**src/rtl/mem_copy_pkg.sv**
```systemverilog
// mem_copy_pkg: shared types and constants for the block-copy RAM initiator.
package mem_copy_pkg;

    // Addresses advance by one 32-bit word per transfer.
    localparam int BYTES_PER_WORD = 4;

    // Copy engine states.
    typedef enum logic [2:0] {
        IDLE,
        READ,
        WAIT,
        WRITE,
        DONE
    } state_t;

    // Request kinds any initiator may place on the ALU RAM port.
    typedef enum logic [1:0] {
        REQ_NONE,
        REQ_READ,
        REQ_WRITE
    } req_t;

endpackage

```
**src/rtl/mem_copy_dma_if.sv**
```systemverilog
// mem_copy_dma_if: ALU RAM request port (initiator = master, memory responder = slave).
interface mem_copy_dma_if #(
    parameter int ADDR_W = 32,
    parameter int DATA_W = 32
);
    logic [ADDR_W-1:0] ramAddress;
    logic [DATA_W-1:0] ramOut;
    logic              readReq;
    logic              writeReq;
    logic [DATA_W-1:0] ramValue;

    modport master (
        output ramAddress,
        output ramOut,
        output readReq,
        output writeReq,
        input  ramValue
    );

    modport slave (
        input  ramAddress,
        input  ramOut,
        input  readReq,
        input  writeReq,
        output ramValue
    );
endinterface

```
**src/rtl/mem_copy_dma.sv**
```systemverilog
// mem_copy_dma: copies a block of 32-bit words between RAM byte addresses over the ALU RAM port.
// Optional MEM_COPY_DMA_CHECKSUM_EN adds a running 32-bit sum of the copied words.
module mem_copy_dma
    import mem_copy_pkg::*;
#(
    parameter int ADDR_W = 32,
    parameter int DATA_W = 32,
    parameter int CNT_W  = 16
) (
    input  logic              clk,
    input  logic              reset,
    input  logic              start,
    input  logic [ADDR_W-1:0] srcAddr,
    input  logic [ADDR_W-1:0] dstAddr,
    input  logic [CNT_W-1:0]  wordCount,
    output logic              busy,
    output logic              done,
`ifdef MEM_COPY_DMA_CHECKSUM_EN
    output logic [DATA_W-1:0] checksum,
`endif
    mem_copy_dma_if.master    ram
);

    state_t            state_q, state_d;
    logic [ADDR_W-1:0] src_q, src_d;
    logic [ADDR_W-1:0] dst_q, dst_d;
    logic [CNT_W-1:0]  cnt_q, cnt_d;
    logic [DATA_W-1:0] data_q, data_d;
    logic [ADDR_W-1:0] addr_q, addr_d;
    logic [DATA_W-1:0] wdata_q, wdata_d;
    logic              rd_q, rd_d;
    logic              wr_q, wr_d;
    logic              busy_q, busy_d;
    logic              done_q, done_d;
    logic              accept;
    req_t              req_d;

    // Next state, pointer/count updates, and registered bus outputs derived from the next state.
    always_comb begin
        state_d = state_q;
        src_d   = src_q;
        dst_d   = dst_q;
        cnt_d   = cnt_q;
        data_d  = data_q;
        accept  = 1'b0;
        case (state_q)
            IDLE: if (start) begin
                accept  = 1'b1;
                src_d   = srcAddr;
                dst_d   = dstAddr;
                cnt_d   = wordCount;
                state_d = (wordCount == '0) ? DONE : READ;
            end
            READ:  state_d = WAIT;
            WAIT: begin
                data_d  = ram.ramValue;
                state_d = WRITE;
            end
            WRITE: begin
                src_d   = src_q + ADDR_W'(BYTES_PER_WORD);
                dst_d   = dst_q + ADDR_W'(BYTES_PER_WORD);
                cnt_d   = cnt_q - CNT_W'(1);
                state_d = (cnt_q == CNT_W'(1)) ? DONE : READ;
            end
            DONE:    state_d = IDLE;
            default: state_d = IDLE;
        endcase
        req_d   = (state_d == READ) ? REQ_READ : (state_d == WRITE) ? REQ_WRITE : REQ_NONE;
        rd_d    = (req_d == REQ_READ);
        wr_d    = (req_d == REQ_WRITE);
        addr_d  = rd_d ? src_d : wr_d ? dst_d : addr_q;
        wdata_d = wr_d ? data_d : wdata_q;
        busy_d  = (state_d == READ) || (state_d == WAIT) || (state_d == WRITE);
        done_d  = (state_d == DONE);
    end

    // State, datapath and output registers; reset abandons any copy in flight.
    always_ff @(posedge clk or negedge reset) begin
        if (!reset) begin
            state_q <= IDLE;
            src_q   <= '0;
            dst_q   <= '0;
            cnt_q   <= '0;
            data_q  <= '0;
            addr_q  <= '0;
            wdata_q <= '0;
            rd_q    <= 1'b0;
            wr_q    <= 1'b0;
            busy_q  <= 1'b0;
            done_q  <= 1'b0;
        end else begin
            state_q <= state_d;
            src_q   <= src_d;
            dst_q   <= dst_d;
            cnt_q   <= cnt_d;
            data_q  <= data_d;
            addr_q  <= addr_d;
            wdata_q <= wdata_d;
            rd_q    <= rd_d;
            wr_q    <= wr_d;
            busy_q  <= busy_d;
            done_q  <= done_d;
        end
    end

    assign ram.ramAddress = addr_q;
    assign ram.ramOut     = wdata_q;
    assign ram.readReq    = rd_q;
    assign ram.writeReq   = wr_q;
    assign busy           = busy_q;
    assign done           = done_q;

`ifdef MEM_COPY_DMA_CHECKSUM_EN
    logic [DATA_W-1:0] sum_q, sum_d;

    // Sum restarts on each accepted copy and accumulates every word as it is written.
    always_comb begin
        sum_d = accept ? '0 : (state_q == WRITE) ? sum_q + data_q : sum_q;
    end

    // Checksum accumulator register.
    always_ff @(posedge clk or negedge reset) begin
        if (!reset) sum_q <= '0;
        else        sum_q <= sum_d;
    end

    assign checksum = sum_q;
`else
    logic unused_accept;
    assign unused_accept = accept;
`endif

endmodule
```
**src/flat_wrapper.sv**
```systemverilog
// flat-port wrapper written by rule: the top's interface ports become plain ports
module mem_copy_dma_flat import mem_copy_pkg::*;
#(
    parameter int ADDR_W = 32,
    parameter int DATA_W = 32,
    parameter int CNT_W  = 16
)
  (clk, reset, start, srcAddr, dstAddr, wordCount, busy, done, ram_ramAddress, ram_ramOut, ram_readReq, ram_writeReq, ram_ramValue);
  mem_copy_dma_if #(.ADDR_W(ADDR_W), .DATA_W(DATA_W)) ram_i ();
  input  logic clk;
  input  logic reset;
  input  logic start;
  input  logic [ADDR_W-1:0] srcAddr;
  input  logic [ADDR_W-1:0] dstAddr;
  input  logic [CNT_W-1:0] wordCount;
  output logic busy;
  output logic done;
  output wire logic [$bits(ram_i.ramAddress)-1:0] ram_ramAddress;
  output wire logic [$bits(ram_i.ramOut)-1:0] ram_ramOut;
  output wire logic [$bits(ram_i.readReq)-1:0] ram_readReq;
  output wire logic [$bits(ram_i.writeReq)-1:0] ram_writeReq;
  input wire logic [$bits(ram_i.ramValue)-1:0] ram_ramValue;
  assign ram_ramAddress = ram_i.ramAddress;
  assign ram_ramOut = ram_i.ramOut;
  assign ram_readReq = ram_i.readReq;
  assign ram_writeReq = ram_i.writeReq;
  assign ram_i.ramValue = ram_ramValue;
  mem_copy_dma #(.ADDR_W(ADDR_W), .DATA_W(DATA_W), .CNT_W(CNT_W)) u_core (.clk(clk), .reset(reset), .start(start), .srcAddr(srcAddr), .dstAddr(dstAddr), .wordCount(wordCount), .busy(busy), .done(done), .ram(ram_i));
endmodule
```
**config.mk**
```make
export PLATFORM = sky130hd
export DESIGN_NAME = mem_copy_dma_flat
export DESIGN_NICKNAME = d
export VERILOG_FILES = /design/src/rtl/mem_copy_pkg.sv /design/src/rtl/mem_copy_dma_if.sv /design/src/rtl/mem_copy_dma.sv /design/src/flat_wrapper.sv
export SDC_FILE = /design/constraint.sdc
export NUM_CORES = 1
export LEC_CHECK = 0
export CORE_MARGIN = 2
export CORE_UTILIZATION = 50
export CTS_CLUSTER_SIZE = 40
export DETAILED_ROUTE_END_ITERATION = 7
export PLACE_DENSITY = 0.81
export SYNTH_ARGS = -nofsm -noshare
export SYNTH_HDL_FRONTEND = slang
export SYNTH_SLANG_ARGS = --single-unit
```
**constraint.sdc**
```tcl
create_clock -name clk -period 3.25 [get_ports clk]
set_input_delay 0.65 -clock clk [delete_from_list [all_inputs] [get_ports clk]]
set_output_delay 0.65 -clock clk [all_outputs]
set_load 0.02 [all_outputs]
```
==> run summary <==
Vias per cell: 6.18
Fin nets: 1124
Setup crit start kind: register
Antenna violations before repair: 0
Worst setup EP type: register
Clock latency on the worst-skew pair: 0.43 ns
First-pass GRT wire length: 37300 um
Post-CTS Setup Inserts: 0
Hold Buf Count CTS: 0
P per Cell Area: 999 nW/um^2
Worst r2r src: u_core.dst_q[2]
Share of layout cells above drive strength 1: 7.76%
Antenna-violating nets left: 0
Clock Tree Buf Depth: 2
# rows: 44
Worst vdd ir: 0.579 mV
Final cycle utilization of the critical path: 82.7%
Final min period: 2.69 ns
Sequential Power Share: 34.0%
Netlist Area Pre-Place: 7580 sq um
Clk slew on worst S/H paths: 0.06 ns
Pin count of the biggest net entering global routing: 58
Detailed-route wire length: 23400 um
Setup TNS: 0 ns
Syn avg cell area: 9.13 sq um
Routed len/inst: 19.5 um
Synthesized flop and latch total: 151
CP Class: reg2reg
Gates resized, CTS repair: 0
Setup violators final: 0
Sequential fraction of the synthesis area: 49.9%
Port Buffers: 182
RSZ-0062 raised after global routing: no
GRT Util Overall: 29.4%
CTS buffer count: 17
FF-to-FF path depth: 6
DRC: 0
Antenna diode count: 0
P_leak: 4.44 nW
Clock power share: 21.4%
Full die area: 16200 sq um
Hold WC Path Type: in2async
Initial Utilization: 51.7%
Clock Sinks: 151
Synth top area share: 49.9%
Slew @ Worst Pin: 0.693 ns
Total congestion overflow: 0
Top Ports: 183
Fin Hold WS: 0.176 ns
CP endpoint: u_core.dst_q[26]
DP Wirelength: 16400 um
Max Freq: 372 MHz
Syn-to-layout area delta: 35.9%
Post-synth top flop: dfrtp_1
Req. time, crit path: 3.56 ns
Routability cong.: 0.912
Max Slew Vio Count: 0
YS warnings: 0
Synth cell types: 59
Sw Share: 41.5%
Skew final: 0.00788 ns
Clk root buf: clkbuf_16
CTS H-tree depth: 4
Comb pwr share: 44.6%
Post-Synthesis Cells: 830
Largest cells by area after synthesis: dfrtp_1 (50%), nand2_1 (10%), o21ai_0 (3.0%)
Critical Path Source: u_core.dst_q[2]
Reg2reg setup slack: 0.56 ns
CP max FO: 7
Cell Int Power: 6.02 mW
Final Hold Vio Count: 0
Final setup margin: 0.563 ns
Die Wd: 127 um
Core area: 14600 sq um
Syn_nets: 949
Largest area contributor in the netlist: dfrtp_1
Post-synth ARST share: 100%
Drt pass-1 iters: 5
CTS tree: yes
Max_cap viols: 0
Switching pwr: 4.27 mW
Post-Place Worst Slack: 0.207 ns
Outcome: finished clean
Initial DRC Count: 677
Vias in the first global route: 6926
FILL cells: 1143
Vert. Die Dim: 127 um
CP arrival: 3.00 ns
Relative slew slack: 53.8%
DR vias: 7430
Worst reg2reg endpoint: u_core.dst_q[26]
Number of flops mapped to enable cells by yosys: 0
==> placed cells by master (no fill, tap or decap), types with 6 or more instances in the layout <==
cell type / netlist / layout
a21o_1: 20 / 20
and2_1: 7 / 7
and3_1: 12 / 12
buf_4: 0 / 24
inv_1: 7 / 6
o21ai_0: 46 / 46
a221o_1: 18 / 18
a22o_1: 17 / 17
clkbuf_16: 0 / 17
a22oi_1: 21 / 21
nor3_1: 15 / 15
dfrtp_1: 151 / 151
nand2_1: 209 / 209
o311ai_0: 25 / 25
nand4_1: 11 / 11
or3_1: 7 / 7
a31oi_1: 8 / 8
o211ai_1: 18 / 18
a21oi_1: 20 / 20
nor2_1: 34 / 33
clkdlybuf4s50_1: 0 / 181
nand3_1: 41 / 41
nor4_1: 15 / 15
==> stage by stage <==
stage / cell area, sq um / power [mW] / util, % / instances
after floorplan: 7580 / 6.09 / - / 830
after global placement: 9640 / 7.86 / 65.8 / 1170
after CTS: 10300 / 10.3 / 70.3 / 1202
final: 10300 / 10.3 / 70.3 / 1202
after global routing: 10300 / 10.9 / 70.3 / 1202
after detailed placement: 9640 / 8.00 / 65.8 / 1170
==> worst min path at each step <==
stage / slack (ns) / cells past startpoint / endpoint / from
global route: 0.22 / 1 / u_core.cnt_q[4] / reset
CTS: 0.20 / 1 / u_core.cnt_q[4] / reset
floorplan: 0.35 / 0 / u_core.busy / reset
finish: 0.18 / 1 / u_core.cnt_q[4] / reset
detailed placement: 0.46 / 2 / u_core.ram.ramOut[23] / u_core.ram.ramOut[23]
global placement: 0.45 / 2 / u_core.src_q[1] / u_core.src_q[1]
==> routing by layer <==
| metal | track usage, % | vias to the layer above | wire (um) |
|---|---|---|---|
| li1 | - | 3426 | - |
| met1 | 42.6 | 3548 | 9900 |
| met2 | 45.1 | 410 | 10900 |
| met3 | 5.78 | 46 | 2110 |
| met4 | 9.57 | 0 | 479 |
| met5 | 0 | - | 0 |
==> Yosys cell counts (4+ instances only) <==
cell type,n
a21o_1,20
a21oi_1,20
a221o_1,18
a22o_1,17
a22oi_1,21
a31oi_1,8
and2_1,7
and3_1,12
buf_1,6
buf_2,7
clkbuf_1,38
dfrtp_1,151
ha_1,4
inv_1,7
nand2_1,209
nand3_1,41
nand4_1,11
nor2_1,34
nor3_1,15
nor3b_1,4
nor4_1,15
o211ai_1,18
o21ai_0,46
o221ai_1,5
o311ai_0,25
or2_2,4
or3_1,7
or4_1,4
xor2_1,5
==> flip-flops by register name, indices dropped and copies added, names as in the netlist <==
name,flops
u_core.ram.ramOut,32
u_core.cnt_q,16
u_core.ram.ramAddress,32
u_core.ram.writeReq,1
u_core.state_q,3
u_core.busy,1
u_core.done,1
u_core.dst_q,32
u_core.ram.readReq,1
u_core.src_q,32
==> critical path, stage by stage (launching register included) <==
cell,delay (ns)
dfrtp_1,0.42
ha_1,0.26
nand4_1,0.28
or3_1,0.56
nor4_1,0.57
o21ai_0,0.17
a221o_1,0.31
==> area by class of cell <==
class,count,area (sq um),share of cell area [%]
clock buffer,18,439,4.26
sequential,151,3780,36.7
timing repair buffer,207,2020,19.6
clock inverter,14,221,2.15
multi-input combinational,620,3580,34.7
inverter,8,30.0,0.292
tap,184,230,2.24
==> kinds of logic (layout without fill, tap and decap cells) <==
kind of cell	Yosys count	in the layout	synth area share [%]
fa+ha+maj	4	4	0.661
simple gates	392	392	24.7
xor+xnor	5	5	0.578
flops	151	151	49.9
compound gates	216	216	20.7
buf+inv	59	247	3.04
mux	3	3	0.413
==> power by group through the flow <==
stage          combinational (mW)  clock [mW]  sequential, mW
6_report                     4.59        2.20            3.50
5_1_grt                      5.00        2.30            3.60
4_1_cts                      4.57        2.22            3.47
3_5_place_dp                 4.53           0            3.47
3_3_place_gp                 4.41           0            3.44
2_1_floorplan                2.40           0            3.69
Power figures use the tool's default switching activity.
